### src/rtl/id_ex_hazard_reg.sv
// ID/EX pipeline register with load-use hazard detection.
// Captures decoded ID fields for EX, inserts bubbles on load-use hazards,
// branch flush or when ID is empty, and freezes on a backend stall.
module id_ex_hazard_reg #(
  parameter int DATA_WIDTH     = 32,
  parameter int REG_ADDR_WIDTH = 5,
  parameter int ALU_OP_WIDTH   = 4,
  parameter int CNT_WIDTH      = 16
) (
  input  logic                      clk_i,
  input  logic                      rst_i,
  input  logic                      id_valid_i,
  input  logic [DATA_WIDTH-1:0]     id_pc_i,
  input  logic [REG_ADDR_WIDTH-1:0] id_rs1_i,
  input  logic [REG_ADDR_WIDTH-1:0] id_rs2_i,
  input  logic                      id_rs1_used_i,
  input  logic                      id_rs2_used_i,
  input  logic [REG_ADDR_WIDTH-1:0] id_rd_i,
  input  logic [DATA_WIDTH-1:0]     id_rs1_data_i,
  input  logic [DATA_WIDTH-1:0]     id_rs2_data_i,
  input  logic [DATA_WIDTH-1:0]     id_imm_i,
  input  logic [ALU_OP_WIDTH-1:0]   id_alu_op_i,
  input  logic                      id_alu_src_i,
  input  logic                      id_reg_write_i,
  input  logic                      id_mem_read_i,
  input  logic                      id_mem_write_i,
  input  logic                      id_branch_i,
  input  logic                      flush_i,
  input  logic                      ext_stall_i,
  output logic                      stall_o,
  output logic                      ex_valid_o,
  output logic [DATA_WIDTH-1:0]     ex_pc_o,
  output logic [REG_ADDR_WIDTH-1:0] ex_rs1_o,
  output logic [REG_ADDR_WIDTH-1:0] ex_rs2_o,
  output logic [REG_ADDR_WIDTH-1:0] ex_rd_o,
  output logic [DATA_WIDTH-1:0]     ex_rs1_data_o,
  output logic [DATA_WIDTH-1:0]     ex_rs2_data_o,
  output logic [DATA_WIDTH-1:0]     ex_imm_o,
  output logic [ALU_OP_WIDTH-1:0]   ex_alu_op_o,
  output logic                      ex_alu_src_o,
  output logic                      ex_reg_write_o,
  output logic                      ex_mem_read_o,
  output logic                      ex_mem_write_o,
  output logic                      ex_branch_o,
  output logic [CNT_WIDTH-1:0]      bubble_cnt_o
);

  logic                      ex_valid_reg;
  logic [DATA_WIDTH-1:0]     ex_pc_reg;
  logic [REG_ADDR_WIDTH-1:0] ex_rs1_reg;
  logic [REG_ADDR_WIDTH-1:0] ex_rs2_reg;
  logic [REG_ADDR_WIDTH-1:0] ex_rd_reg;
  logic [DATA_WIDTH-1:0]     ex_rs1_data_reg;
  logic [DATA_WIDTH-1:0]     ex_rs2_data_reg;
  logic [DATA_WIDTH-1:0]     ex_imm_reg;
  logic [ALU_OP_WIDTH-1:0]   ex_alu_op_reg;
  logic                      ex_alu_src_reg;
  logic                      ex_reg_write_reg;
  logic                      ex_mem_read_reg;
  logic                      ex_mem_write_reg;
  logic                      ex_branch_reg;
  logic [CNT_WIDTH-1:0]      bubble_cnt_reg;

  logic hazard;
  logic load_bubble;
  logic capture;
  logic count_bubble;

  // Load-use detection against the instruction currently in EX, plus update selects.
  always_comb begin
    hazard = ex_valid_reg & ex_mem_read_reg & (ex_rd_reg != '0) & id_valid_i &
             ((id_rs1_used_i & (id_rs1_i == ex_rd_reg)) |
              (id_rs2_used_i & (id_rs2_i == ex_rd_reg)));
    // Flush squashes ID, so it never needs a hold upstream.
    stall_o      = (hazard | ext_stall_i) & ~flush_i;
    load_bubble  = rst_i | flush_i | (~ext_stall_i & (hazard | ~id_valid_i));
    capture      = ~rst_i & ~flush_i & ~ext_stall_i & ~hazard & id_valid_i;
    count_bubble = ~flush_i & ~ext_stall_i & hazard & (bubble_cnt_reg != '1);
  end

  // Pipeline register: bubble, capture, or hold (backend freeze).
  always_ff @(posedge clk_i) begin
    if (load_bubble) begin
      ex_valid_reg     <= 1'b0;
      ex_pc_reg        <= '0;
      ex_rs1_reg       <= '0;
      ex_rs2_reg       <= '0;
      ex_rd_reg        <= '0;
      ex_rs1_data_reg  <= '0;
      ex_rs2_data_reg  <= '0;
      ex_imm_reg       <= '0;
      ex_alu_op_reg    <= '0;
      ex_alu_src_reg   <= 1'b0;
      ex_reg_write_reg <= 1'b0;
      ex_mem_read_reg  <= 1'b0;
      ex_mem_write_reg <= 1'b0;
      ex_branch_reg    <= 1'b0;
    end else if (capture) begin
      ex_valid_reg     <= 1'b1;
      ex_pc_reg        <= id_pc_i;
      ex_rs1_reg       <= id_rs1_i;
      ex_rs2_reg       <= id_rs2_i;
      ex_rd_reg        <= id_rd_i;
      ex_rs1_data_reg  <= id_rs1_data_i;
      ex_rs2_data_reg  <= id_rs2_data_i;
      ex_imm_reg       <= id_imm_i;
      ex_alu_op_reg    <= id_alu_op_i;
      ex_alu_src_reg   <= id_alu_src_i;
      ex_reg_write_reg <= id_reg_write_i;
      ex_mem_read_reg  <= id_mem_read_i;
      ex_mem_write_reg <= id_mem_write_i;
      ex_branch_reg    <= id_branch_i;
    end
  end

  // Saturating count of load-use bubbles; flush does not clear it.
  always_ff @(posedge clk_i) begin
    if (rst_i) begin
      bubble_cnt_reg <= '0;
    end else if (count_bubble) begin
      bubble_cnt_reg <= bubble_cnt_reg + 1'b1;
    end
  end

  assign ex_valid_o     = ex_valid_reg;
  assign ex_pc_o        = ex_pc_reg;
  assign ex_rs1_o       = ex_rs1_reg;
  assign ex_rs2_o       = ex_rs2_reg;
  assign ex_rd_o        = ex_rd_reg;
  assign ex_rs1_data_o  = ex_rs1_data_reg;
  assign ex_rs2_data_o  = ex_rs2_data_reg;
  assign ex_imm_o       = ex_imm_reg;
  assign ex_alu_op_o    = ex_alu_op_reg;
  assign ex_alu_src_o   = ex_alu_src_reg;
  assign ex_reg_write_o = ex_reg_write_reg;
  assign ex_mem_read_o  = ex_mem_read_reg;
  assign ex_mem_write_o = ex_mem_write_reg;
  assign ex_branch_o    = ex_branch_reg;
  assign bubble_cnt_o   = bubble_cnt_reg;

endmodule
### config.mk
export PLATFORM = sky130hd
export DESIGN_NAME = id_ex_hazard_reg
export DESIGN_NICKNAME = d
export VERILOG_FILES = /design/src/rtl/id_ex_hazard_reg.sv
export SDC_FILE = /design/constraint.sdc
export NUM_CORES = 1
export LEC_CHECK = 0
export ABC_AREA = 1
export ABC_CLOCK_PERIOD_IN_PS = 3000
export CAP_MARGIN = 20
export CORE_AREA = 2 2 179 93
export CTS_BUF_LIST = sky130_fd_sc_hd__clkbuf_4 sky130_fd_sc_hd__clkbuf_8
export CTS_CLUSTER_SIZE = 12
export DETAILED_ROUTE_END_ITERATION = 10
export DIE_AREA = 0 0 181 95
export PLACE_DENSITY_LB_ADDON = 0.2
export SYNTH_ARGS = -nofsm -noshare
export SYNTH_HDL_FRONTEND = slang
export SYNTH_SLANG_ARGS = --single-unit
### constraint.sdc
create_clock -name clk_i -period 3 [get_ports clk_i]
set_clock_uncertainty 0.2 [all_clocks]
set_input_delay 0.45 -clock clk_i [delete_from_list [all_inputs] [get_ports clk_i]]
set_output_delay 0.45 -clock clk_i [all_outputs]
set_load 0.005 [all_outputs]
# After elaboration in Yosys (flattened, before gate mapping)
# Cells that the tools add are included.
[classes] addsub=1 n_eq_ne=3 bitwise=25 reduce_logical=1
[op_table] cell="$add 16x1->16 const B" count=1
[op_table] cell="$ne 16x16->1 const B" count=1
[op_table] cell="$and 1x1->1" count=15
[op_table] cell="$eq 5x5->1" count=2
[op_table] cell="$not 1->1" count=5
[op_table] cell="$or 1x1->1" count=5
[op_table] cell="$reduce_bool 5->1" count=1
[totals] register_bits=169 inputBits=159 output_inout_bits=170 wordCells=45

# Longest topological paths before layout
# Gate-level depths: netlist (run 1).
[logic_depth] word_depth=7 mapped_depth=13 ltp_nobuf=11

# Worst setup path after synthesis (run 1)
# OpenSTA, ideal clock, no wires.
[synth_path] path_kind="input port to output port" startpoint="in id_rs2_i[3]" endpoint="out stall_o" arrival_ns=1.367 t_required_ns=2.350 setup_slack_ns=0.983 cell_stages=10 n_path_buf=2 cell_sequence="inv_1 -> nand2_1 -> nand2_1 -> nor2_1 -> nand3_1 -> nand2_2 -> nand2_2 -> buf_4 -> buf_2 -> a21oi_1"
[synth_between] elab_chain_len=6
[synth_rtl] item="start, declared" line_no="15" rtl="input logic [REG_ADDR_WIDTH-1:0] id_rs2_i,"
[synth_rtl] item="$eq 5x5->1" line_no="73" rtl="(id_rs2_used_i & (id_rs2_i == ex_rd_reg)));"
[synth_rtl] item="$and 1x1->1" line_no="73"
[synth_rtl] item="$or 1x1->1" line_no="72" rtl="((id_rs1_used_i & (id_rs1_i == ex_rd_reg)) |"
[synth_rtl] item="$and 1x1->1" line_no="71" rtl="hazard = ex_valid_reg & ex_mem_read_reg & (ex_rd_reg != '0) & id_valid_i &"
[synth_rtl] item="$or 1x1->1" line_no="75" rtl="stall_o = (hazard | ext_stall_i) & ~flush_i;"
[synth_rtl] item="$and 1x1->1" line_no="75"
[synth_rtl] item="end, declared" line_no="30" rtl="output logic stall_o,"
# Every way passes these cells.

# Worst setup path in the final report (run 1)
[layout_path] startpoint="in id_rs1_i[0]" endpoint="out stall_o"
[layout_between] elab_chain_len=6
[layout_rtl] item="start, declared" line_no="14" rtl="input logic [REG_ADDR_WIDTH-1:0] id_rs1_i,"
[layout_rtl] item="$eq 5x5->1" line_no="72"
[layout_rtl] item="$and 1x1->1" line_no="72"
[layout_rtl] item="$or 1x1->1" line_no="72"
[layout_rtl] item="$and 1x1->1" line_no="71"
[layout_rtl] item="$or 1x1->1" line_no="75"
[layout_rtl] item="$and 1x1->1" line_no="75"
# Every way passes these cells.

==> summary.md, run 1 <==
| Metric | Value |
|---|---|
| Status | completed |
| Drt total wl | 23100 um |
| Syn Area/Cell | 7.67 sq um |
| Final HPWL DP | 15300 um |
| Critical Path AT | 2.15 ns |
| Tmin final | 2.80 ns |
| Compound-gate portion of the synthesized area | 11.6% |
| Final #Nets | 1344 |
| Transition time at the pin with the least slew margin | 0.896 ns |
| WP buf/inv | 3 |
| Maxcap violations | 0 |
| P per Cell Area | 397 mW/mm^2 |
| Vias post-DR | 7458 |
| Hold crit path type | flop to flop |
| Number of setup buffers added after CTS | 0 |
| Sequential fraction of the synthesis area | 48.7% |
| CP Capture Point | stall_o |
| Synth Area in Adders | 0.180% |
| FFs w/ async S/R, synth | 0% |
| I/O pins | 329 |
| Initial core utilization | 43.8% |
| Placed inst area | 0.0102 sq mm |
| Initial DRC Count | 459 |
| Diode count | 0 |
| Area leader, netlist | dfxtp_1 |
| Lkg Pwr | 0.00351 uW |
| Cts bufs inserted | 17 |
| Skew-Pair Late Insertion Delay | 0.45 ns |
| Antenna Nets Post-Route | 0 |
| Post-synthesis cell count | 906 |
| Crit-path cells | clkdlybuf4s50_1 > inv_1 > nand2_1 > nand2_1 > nor2_1 > nand3_1 > nand2_2 > nand2_4 > a21oi_2 > clkdlybuf4s50_1 |
| Synth top area share | 48.7% |
| Final hold violation count | 0 |
| Routability cong. | 0.849 |
| TritonCTS Sinks | 169 |
| Reg clk slew, reported paths | 0.08 ns |
| Startpoint Class | input pin |
| Setup tns final | 0 ns |
| Synth area leaders | dfxtp_1, nand4_1, nand2_1, a21oi_1, nor2_1 |
| Deepest level of the CTS H-tree | 4 |
| Core area | 0.0159 sq mm |
| CTS Buffer Depth | 2 |
| Port Buffers | 328 |
| Kind of critical path | input pin to output pin |
| Drt pass-1 iters | 4 |
| Drt drc | 0 |
| Synth Area in XOR/XNOR | 0.126% |
| CP endpoint kind | output pin |
| Syn. warnings | 0 |
| Final setup violation count | 0 |
| Post-synthesis register bit count | 169 |
| R2r startpoint | ex_rd_o[2]$_SDFFE_PP0P_ |
| Synth Net Count | 1066 |
| Share of cells above drive strength 1 | 5.10% |
| Fmax | 357 MHz |
| Slew HR | 40.3% |
| Die W | 181 um |
| Antenna violations before repair | 0 |
| Simple-Gate Fraction of Synth Area | 31.3% |
| Vias in the first global route | 6759 |
| Die height | 95 um |
| Post-Syn Area | 0.00695 sq mm |
| Synth unique cells | 24 |
| Most frequent cell after synthesis | nand2_1 |
| Critical Path Source | id_rs1_i[0] |
| CTS root buffer | clkbuf_8 |
| Post_cts resized | 0 |
| Largest family of logic cells by synthesized area | simple AND/OR/NAND/NOR gates |
| Reg2reg setup slack | 0.61 ns |
| Full die area | 0.0172 sq mm |
| Top_reg_cell synth | dfxtp_1 |
| Data required, critical path | 2.35 ns |
| Worst vdd ir | 0.239 mV |
| FILL cells | 1356 |
| Slowest-stage cell, CP | clkdlybuf4s50_1 |
| GRT Resource Usage Total | 25.8% |
| Site Rows | 33 |
| Via density | 5.30 |
| Slew Limit Fails | 0 |
| Grt total ovfl | 0 |
| Hold Path Origin | ex_rs2_data_o[11]$_SDFFE_PP0P_ |
| Synth cell count leaders | nand2_1, dfxtp_1, nand4_1 |
| P&R area growth vs syn | 52.8% |
| Worst reg2reg path depth | 10 |
| Post-route cell area | 0.0106 sq mm |
| Mean routed wirelength per cell | 16.4 um |
| RSZ-0062 raised after global routing | no |
| Multiplexer share of the synthesized area | 0% |
| Global-route wire length before repair | 35400 um |
| CP max stage delay | 0.52 ns |
| Post-route clock period utilization | 93.3% |
| Crit path max fanout | 5 |
| Post-CTS Hold Buffers | 0 |
| Crit path max-delay family | buffers and inverters |
| TritonCTS clock tree | built |
| Post-synth EDFFs | 0 |
| Critical R2R Capture | ex_imm_o[19]$_SDFFE_PP0P_ |
| CP Depth | 10 |
| Largest net degree at the start of global routing | 110 |
-- per-layer routing --
layer  track usage, %  routed length (um)  share of wire [%]  vias up
met5                0                   0                  0        -
met4             10.3                 590                2.6        0
met3             7.79                1770                7.7       43
met2             41.3               10500                 45      279
met1             33.1               10300                 44     3454
li1                 -                   -                  -     3682
-- registers in the layout, indices dropped and copies added, names as in the netlist, 4 cells and up --
| name | count |
|---|---|
| ex_imm_o | 32 |
| ex_rs2_o | 5 |
| ex_rd_o | 5 |
| ex_alu_op_o | 4 |
| ex_pc_o | 32 |
| ex_rs1_o | 5 |
| ex_rs1_data_o | 32 |
| ex_rs2_data_o | 32 |
| bubble_cnt_o | 16 |
-- cell usage in the layout (no fill, tap or decap), types with 2 or more instances in the layout --
cell type,count
a21oi_1,155
buf_12,6
buf_4,9
clkbuf_4,2
clkbuf_8,18
clkdlybuf4s50_1,327
clkinv_2,2
clkinv_4,2
clkinvlp_4,4
dfxtp_1,167
dfxtp_2,2
inv_1,29
inv_2,5
inv_6,4
nand2_1,222
nand2_4,2
nand3_1,12
nand4_1,159
nor2_1,55
nor3_1,2
o21ai_0,3
-- kinds of logic after synthesis --
| logic type | count (synthesis) |
|---|---|
| adders and majority gates | 1 |
| DFF | 169 |
| buffers and inverters | 117 |
| xor gates and xnor gates | 1 |
| AOI/OAI and AO/OA | 160 |
| and+or+nand+nor | 458 |
-- how the worst min path moves through the flow --
| stage | endpoint | slack [ns] | depth (start not counted) |
|---|---|---|---|
| CTS | ex_rs2_data_o[19]$_SDFFE_PP0P_ | 0.26 | 2 |
| floorplan | ex_branch_o$_SDFFE_PP0P_ | 0.25 | 2 |
| finish | ex_rs2_data_o[11]$_SDFFE_PP0P_ | 0.26 | 2 |
| detailed placement | ex_pc_o[28]$_SDFFE_PP0P_ | 0.25 | 2 |
| global placement | ex_rs2_o[2]$_SDFFE_PP0P_ | 0.25 | 2 |
| global route | ex_pc_o[6]$_SDFFE_PP0P_ | 0.28 | 2 |
-- worst reg2reg max path: cells and delay by family, from the launching register on --
| family | cells | cell delay [ns] |
|---|---|---|
| buffers and inverters | 4 | 0.89 |
| AND/OR/NAND/NOR | 4 | 0.60 |
| flip-flops | 1 | 0.37 |
| AO/OA/AOI/OAI | 2 | 0.19 |
-- where the power goes --
group / leakage [uW] / internal, uW / switching [uW] / total [uW]
Sequential: 0.00136 / 2250 / 7.34 / 2260
Clock: 0.000173 / 623 / 889 / 1510
Combinational: 0.00198 / 246 / 188 / 434
Total: 0.00351 / 3120 / 1080 / 4210
-- layout make-up --
class | count | area [sq um] | share of cell area, %
Clock buffer | 20 | 263 | 2.48
Multi-Input combinational cell | 620 | 3020 | 28.5
Inverter | 34 | 128 | 1.20
Tap cell | 210 | 263 | 2.48
Clock inverter | 12 | 92.6 | 0.873
Sequential cell | 169 | 3390 | 31.9
Timing Repair Buffer | 342 | 3460 | 32.6
-- per-stage QoR --
stage | hold WS, ns | worst slack, ns | std cells | utilization (%) | power, uW
floorplan | 0.255 | 0.983 | 906 | - | 2460
global placement | 0.247 | 0.169 | 1375 | 64.6 | 2740
detailed placement | 0.251 | 0.161 | 1375 | 64.6 | 2740
finish | 0.262 | 0.202 | 1407 | 66.9 | 4210
global route | 0.277 | 0.0368 | 1407 | 66.9 | 4370
CTS | 0.264 | 0.122 | 1407 | 66.9 | 4240
(Power assumes the default switching activity.)
==> run 2: changes to the inputs <==
Settings changed: ABC_AREA 1 to not set, CORE_AREA 2 2 179 93 to 2 2 168 88, DIE_AREA 0 0 181 95 to 0 0 170 90, SKIP_LAST_GASP set to 1.
==> summary.md, run 2 <==
| Metric | Value |
|---|---|
| Slew Limit Fails | 0 |
| Data required, critical path | 2.35 ns |
| Area leader, netlist | dfxtp_1 |
| Antenna violations before repair | 0 |
| Post-synthesis register bit count | 169 |
| Pint | 3460 uW |
| Sw Share | 22.4% |
| Cts bufs inserted | 17 |
| Via density | 5.21 |
| Synth Net Count | 631 |
| FFs w/ async S/R, synth | 0% |
| Most frequent cells in the layout | clkdlybuf4s50_1, dfxtp_1, a22o_1, clkbuf_8, a21oi_1 |
| Post-Syn Area | 0.00565 sq mm |
| FILL cells | 1040 |
| Hold crit path type | flop to flop |
| Share of cells above drive strength 1 | 6.74% |
| Crit path max-delay family | buffers and inverters |
| RSZ-0062 raised after global routing | no |
| Die height | 90 um |
| P&R area growth vs syn | 68.5% |
| Status | completed |
| Final #Nets | 948 |
| Drt total wl | 18700 um |
| Transition time at the pin with the least slew margin | 0.685 ns |
| Total Power | 4460 uW |
| Largest net degree at the start of global routing | 85 |
| Mean routed wirelength per cell | 19.0 um |
| Lkg Pwr | 0.00347 uW |
| Vias in the first global route | 5218 |
| Grt total ovfl | 0 |
| Combinational share of power | 9.7% |
| Most common cell after layout, fill and taps aside | clkdlybuf4s50_1 |
| P per Cell Area | 469 mW/mm^2 |
| Skew-Pair Late Insertion Delay | 0.44 ns |
| CP max stage delay | 0.50 ns |
| Most frequent cell after synthesis | dfxtp_1 |
| Final setup violation count | 0 |
| Top_reg_cell synth | dfxtp_1 |
| Synth area leaders | dfxtp_1, a22o_1, buf_6, xnor2_1, clkbuf_1 |
| Sequential fraction of the synthesis area | 59.8% |
| Final std cells w/o fill | 982 |
| Sw power | 1000 uW |
| Kind of critical path | input pin to output pin |
| Post-Place Cells | 950 |
| Syn. warnings | 0 |
| Crit path max fanout | 2 |
| Synth top area share | 59.8% |
| Routability cong. | 0.860 |
| Antenna Nets Post-Route | 0 |
| TritonCTS clock tree | built |
| Site Rows | 31 |
| CTS root buffer | clkbuf_8 |
| Initial DRC Count | 252 |
| Fmax | 346 MHz |
| Worst vdd ir | 0.269 mV |
| Slew HR | 54.1% |
| Initial core utilization | 40.5% |
| Deepest level of the CTS H-tree | 4 |
| Final hold violation count | 0 |
| Clock power frac | 38.5% |
| Vias post-DR | 5118 |
| Slowest-stage cell, CP | clkdlybuf4s50_1 |
| Critical Path AT | 2.24 ns |
| Post-route clock period utilization | 96.2% |
| Post-synth EDFFs | 0 |
| Syn Area/Cell | 12.0 sq um |
| CP endpoint kind | output pin |
| Full die area | 0.0153 sq mm |
| Final HPWL DP | 13700 um |
| Core area | 0.0140 sq mm |
| Port Buffers | 328 |
| Crit-path cells | clkdlybuf4s50_1 > xnor2_1 > nand4_1 > o22ai_2 > a31oi_1 > nor2_1 > clkdlybuf4s50_1 |
| Reg2reg setup slack | 0.56 ns |
| Die W | 170 um |
| Synth cell count leaders | dfxtp_1, a22o_1, clkbuf_1 |
| Setup tns final | 0 ns |
| Drt drc | 0 |
| Drt pass-1 iters | 4 |
| Sequential share of power | 51.8% |
| Startpoint Class | input pin |
| Reg clk slew, reported paths | 0.08 ns |
| I/O pins | 329 |
| Post-synthesis cell count | 471 |
| Tmin final | 2.89 ns |
| Global-route wire length before repair | 28900 um |
| CTS Buffer Depth | 2 |
| WP buf/inv | 2 |
| Synth unique cells | 38 |
| TritonCTS Sinks | 169 |
| Diode count | 0 |
| GRT Resource Usage Total | 24.2% |
| Maxcap violations | 0 |
| Most common cell on crit path | clkdlybuf4s50_1 |
[run 2: cell count changes in the layout (fill, tap and decap cells not counted), moves of 6 or more]
cell and delta:
o31ai_1 +6, xnor2_1 +10, a22o_1 +152, nor2_1 -48
a21oi_1 -141, nand4_1 -149, inv_1 -25, or3_1 +7
nand2_1 -217
[run 2: power groups by stage]
| stage | sequential [uW] | combinational, uW | clock (uW) |
|---|---|---|---|
| 2_1_floorplan | 2360 | 100 | 0 |
| 3_3_place_gp | 2360 | 423 | 0 |
| 3_5_place_dp | 2360 | 431 | 0 |
| 4_1_cts | 2310 | 434 | 1760 |
| 5_1_grt | 2320 | 459 | 1870 |
| 6_report | 2310 | 433 | 1720 |
[run 2: worst paths after layout]
path                                startpoint  cells after the start                            to
setup / recovery                   id_rs1_i[4]                      7                       stall_o
hold / removal     ex_alu_op_o[3]$_SDFFE_PP0P_                      1   ex_alu_op_o[3]$_SDFFE_PP0P_
setup reg to reg  bubble_cnt_o[0]$_SDFFE_PP0P_                      6  bubble_cnt_o[7]$_SDFFE_PP0P_
hold reg to reg    ex_alu_op_o[3]$_SDFFE_PP0P_                      1   ex_alu_op_o[3]$_SDFFE_PP0P_
[run 2: stage by stage]
| step | utilization (%) | hold slack, ns | setup slack, ns | area, sq um |
|---|---|---|---|---|
| 3_5_place_dp | 65.1 | 0.254 | 0.0925 | 9080 |
| 5_1_grt | 68.2 | 0.291 | 0.0102 | 9520 |
| 3_3_place_gp | 65.1 | 0.255 | 0.102 | 9080 |
| 6_report | 68.2 | 0.280 | 0.114 | 9520 |
| 4_1_cts | 68.1 | 0.284 | 0.0809 | 9510 |
| 2_1_floorplan | - | 0.266 | 0.819 | 5650 |
[run 2: layout make-up]
type | instances | area [sq um] | area share (%)
clock buffer | 19 | 262 | 2.75
clock inverter | 13 | 168 | 1.76
inverter | 4 | 15.0 | 0.158
multi-input combinational | 259 | 2050 | 21.5
sequential | 169 | 3390 | 35.6
tap | 181 | 226 | 2.38
timing repair buffer | 337 | 3410 | 35.8
[run 2: per-layer routing]
layer | vias up | global-route usage [%] | share of wire (%)
met4 | 0 | 6.62 | 1.2
met2 | 194 | 41.1 | 48
li1 | 2450 | - | -
met1 | 2456 | 28.6 | 42
met3 | 18 | 9.20 | 9.1
met5 | - | 0 | 0
[run 2: cells by family after synthesis]
family	synth area share (%)
AOI/OAI and AO/OA	27.4
DFF	59.8
and+or+nand+nor	6.37
buffers and inverters	4.18
xor gates and xnor gates	1.55
muxes	0.398
adders and majority gates	0.221
[run 2: what timing repair did]
action,CTS,global route
hold endpoints to repair,0,0
setup buffers,0,0
resized for setup,0,5
endpoints found under the setup margin,0,1
hold buffers,0,0
==> run 3: changes to the inputs <==
Settings changed: CTS_CLUSTER_DIAMETER set to 40, SETUP_SLACK_MARGIN set to 0.1.
==> summary.md, run 3 (same netlist as run 2, synthesis figures left out) <==
| Metric | Value |
|---|---|
| Hold Path End | ex_alu_op_o[3]$_SDFFE_PP0P_ |
| Initial DRC Count | 285 |
| Crit path max fanout | 2 |
| GRT Resource Usage Total | 24.2% |
| Die height | 90 um |
| Vias in the first global route | 5218 |
| Critical R2R Capture | bubble_cnt_o[7]$_SDFFE_PP0P_ |
| Deepest level of the CTS H-tree | 4 |
| Pint | 3470 uW |
| Reg clk slew, reported paths | 0.08 ns |
| Routability cong. | 0.860 |
| Final HPWL DP | 13700 um |
| Cts bufs inserted | 17 |
| Drt total wl | 18800 um |
| Final hold violation count | 0 |
| TritonCTS Sinks | 169 |
| Most frequent cells in the layout | clkdlybuf4s50_1, dfxtp_1, a22o_1, clkbuf_8, a21oi_1 |
| Largest net degree at the start of global routing | 85 |
| Port Buffers | 328 |
| Via density | 5.21 |
| Initial core utilization | 40.5% |
| Drt drc | 0 |
| Startpoint Class | input pin |
| RSZ-0062 raised after global routing | no |
| Sw Share | 22.5% |
| Vias post-DR | 5134 |
| Diode count | 0 |
| Site Rows | 31 |
| Hold Path Origin | ex_alu_op_o[3]$_SDFFE_PP0P_ |
| Maxcap violations | 0 |
| Slew Limit Fails | 0 |
| Total Power | 4470 uW |
| Tmin final | 2.96 ns |
| Antenna violations before repair | 0 |
| Skew-Pair Late Insertion Delay | 0.44 ns |
| Final setup violation count | 0 |
| Setup tns final | 0 ns |
| Combinational share of power | 9.8% |
| Mean routed wirelength per cell | 19.1 um |
| Sequential share of power | 51.7% |
| Final #Nets | 951 |
| Most common cell after layout, fill and taps aside | clkdlybuf4s50_1 |
| Status | completed |
| Fmax | 337 MHz |
| Full die area | 0.0153 sq mm |
| CTS root buffer | clkbuf_8 |
| Transition time at the pin with the least slew margin | 0.680 ns |
| Worst reg2reg path depth | 6 |
| Data required, critical path | 2.35 ns |
| CP endpoint kind | output pin |
| Core area | 0.0140 sq mm |
| Antenna Nets Post-Route | 0 |
| Hold crit path type | flop to flop |
| R2r startpoint | ex_rd_o[2]$_SDFFE_PP0P_ |
| Worst vdd ir | 0.269 mV |
| Post-route clock period utilization | 98.8% |
| Lkg Pwr | 0.00350 uW |
| Drt pass-1 iters | 6 |
| Global-route wire length before repair | 28900 um |
| Sw power | 1000 uW |
| Slew HR | 54.5% |
| P per Cell Area | 467 mW/mm^2 |
| P&R area growth vs syn | 69.3% |
| CTS Buffer Depth | 2 |
| TritonCTS clock tree | built |
| Worst hold path depth | 1 |
| Critical Path AT | 2.31 ns |
| Grt total ovfl | 0 |
| Die W | 170 um |
| Share of cells above drive strength 1 | 7.46% |
| Post-CTS Hold Buffers | 0 |
| I/O pins | 329 |
| Kind of critical path | input pin to output pin |
| Reg2reg setup slack | 0.48 ns |
| Clock power frac | 38.5% |
## run 3: metrics by stage
step,instances,util (%),cell area [sq um],hold slack [ns],setup WS [ns]
after floorplan,471,-,5650,0.266,0.819
after global placement,950,65.1,9080,0.255,0.102
after detailed placement,950,65.1,9080,0.254,0.0925
after CTS,982,68.2,9520,0.284,0.110
after global routing,985,68.5,9570,0.291,0.0209
final,985,68.5,9570,0.279,0.0366
## run 3: critical path: stages
cell	delay, ns
clkdlybuf4s50_1	0.45
xnor2_1	0.23
nand4_1	0.18
o22ai_2	0.21
a31oi_1	0.15
nor2_1	0.13
clkdlybuf4s50_1	0.51
## run 3: metal layers
metal,routed length [um],GRT usage (%),vias to the layer above
met5,0,0,-
met4,215,6.62,0
met3,1750,9.20,20
met2,9070,41.1,209
met1,7790,28.6,2448
li1,-,-,2457
## run 3: how the worst max path moves through the flow
stage	from	endpoint	depth (start not counted)
CTS	id_rs1_i[4]	stall_o	7
global route	id_rs1_i[2]	stall_o	7
finish	id_rs1_i[2]	stall_o	7
detailed placement	id_valid_i	bubble_cnt_o[7]$_SDFFE_PP0P_	6
global placement	id_rs1_i[4]	stall_o	7
floorplan	ext_stall_i	bubble_cnt_o[13]$_SDFFE_PP0P_	6
## run 3: cell type report
| cell class | count | area (sq um) |
|---|---|---|
| repair buffers | 340 | 3440 |
| clock inverters | 13 | 168 |
| multi-input cells | 259 | 2080 |
| clock buffers | 19 | 262 |
| fillers | 1034 | 4390 |
| inverters | 4 | 15.0 |
| flip-flops and latches | 169 | 3390 |
| well taps | 181 | 226 |
## run 3: power groups by stage
stage	clock network (uW)	registers [uW]	logic [uW]
3_5_place_dp	0	2360	431
4_1_cts	1760	2310	434
6_report	1720	2310	438
5_1_grt	1870	2320	464
3_3_place_gp	0	2360	423
2_1_floorplan	0	2360	100
## run 3: what timing repair did
| action | in CTS | in global routing |
|---|---|---|
| buffers inserted | 0 | 3 |
| pin swaps | 0 | 4 |
| setup endpoints to repair | 1 | 1 |
| resized for setup | 3 | 6 |
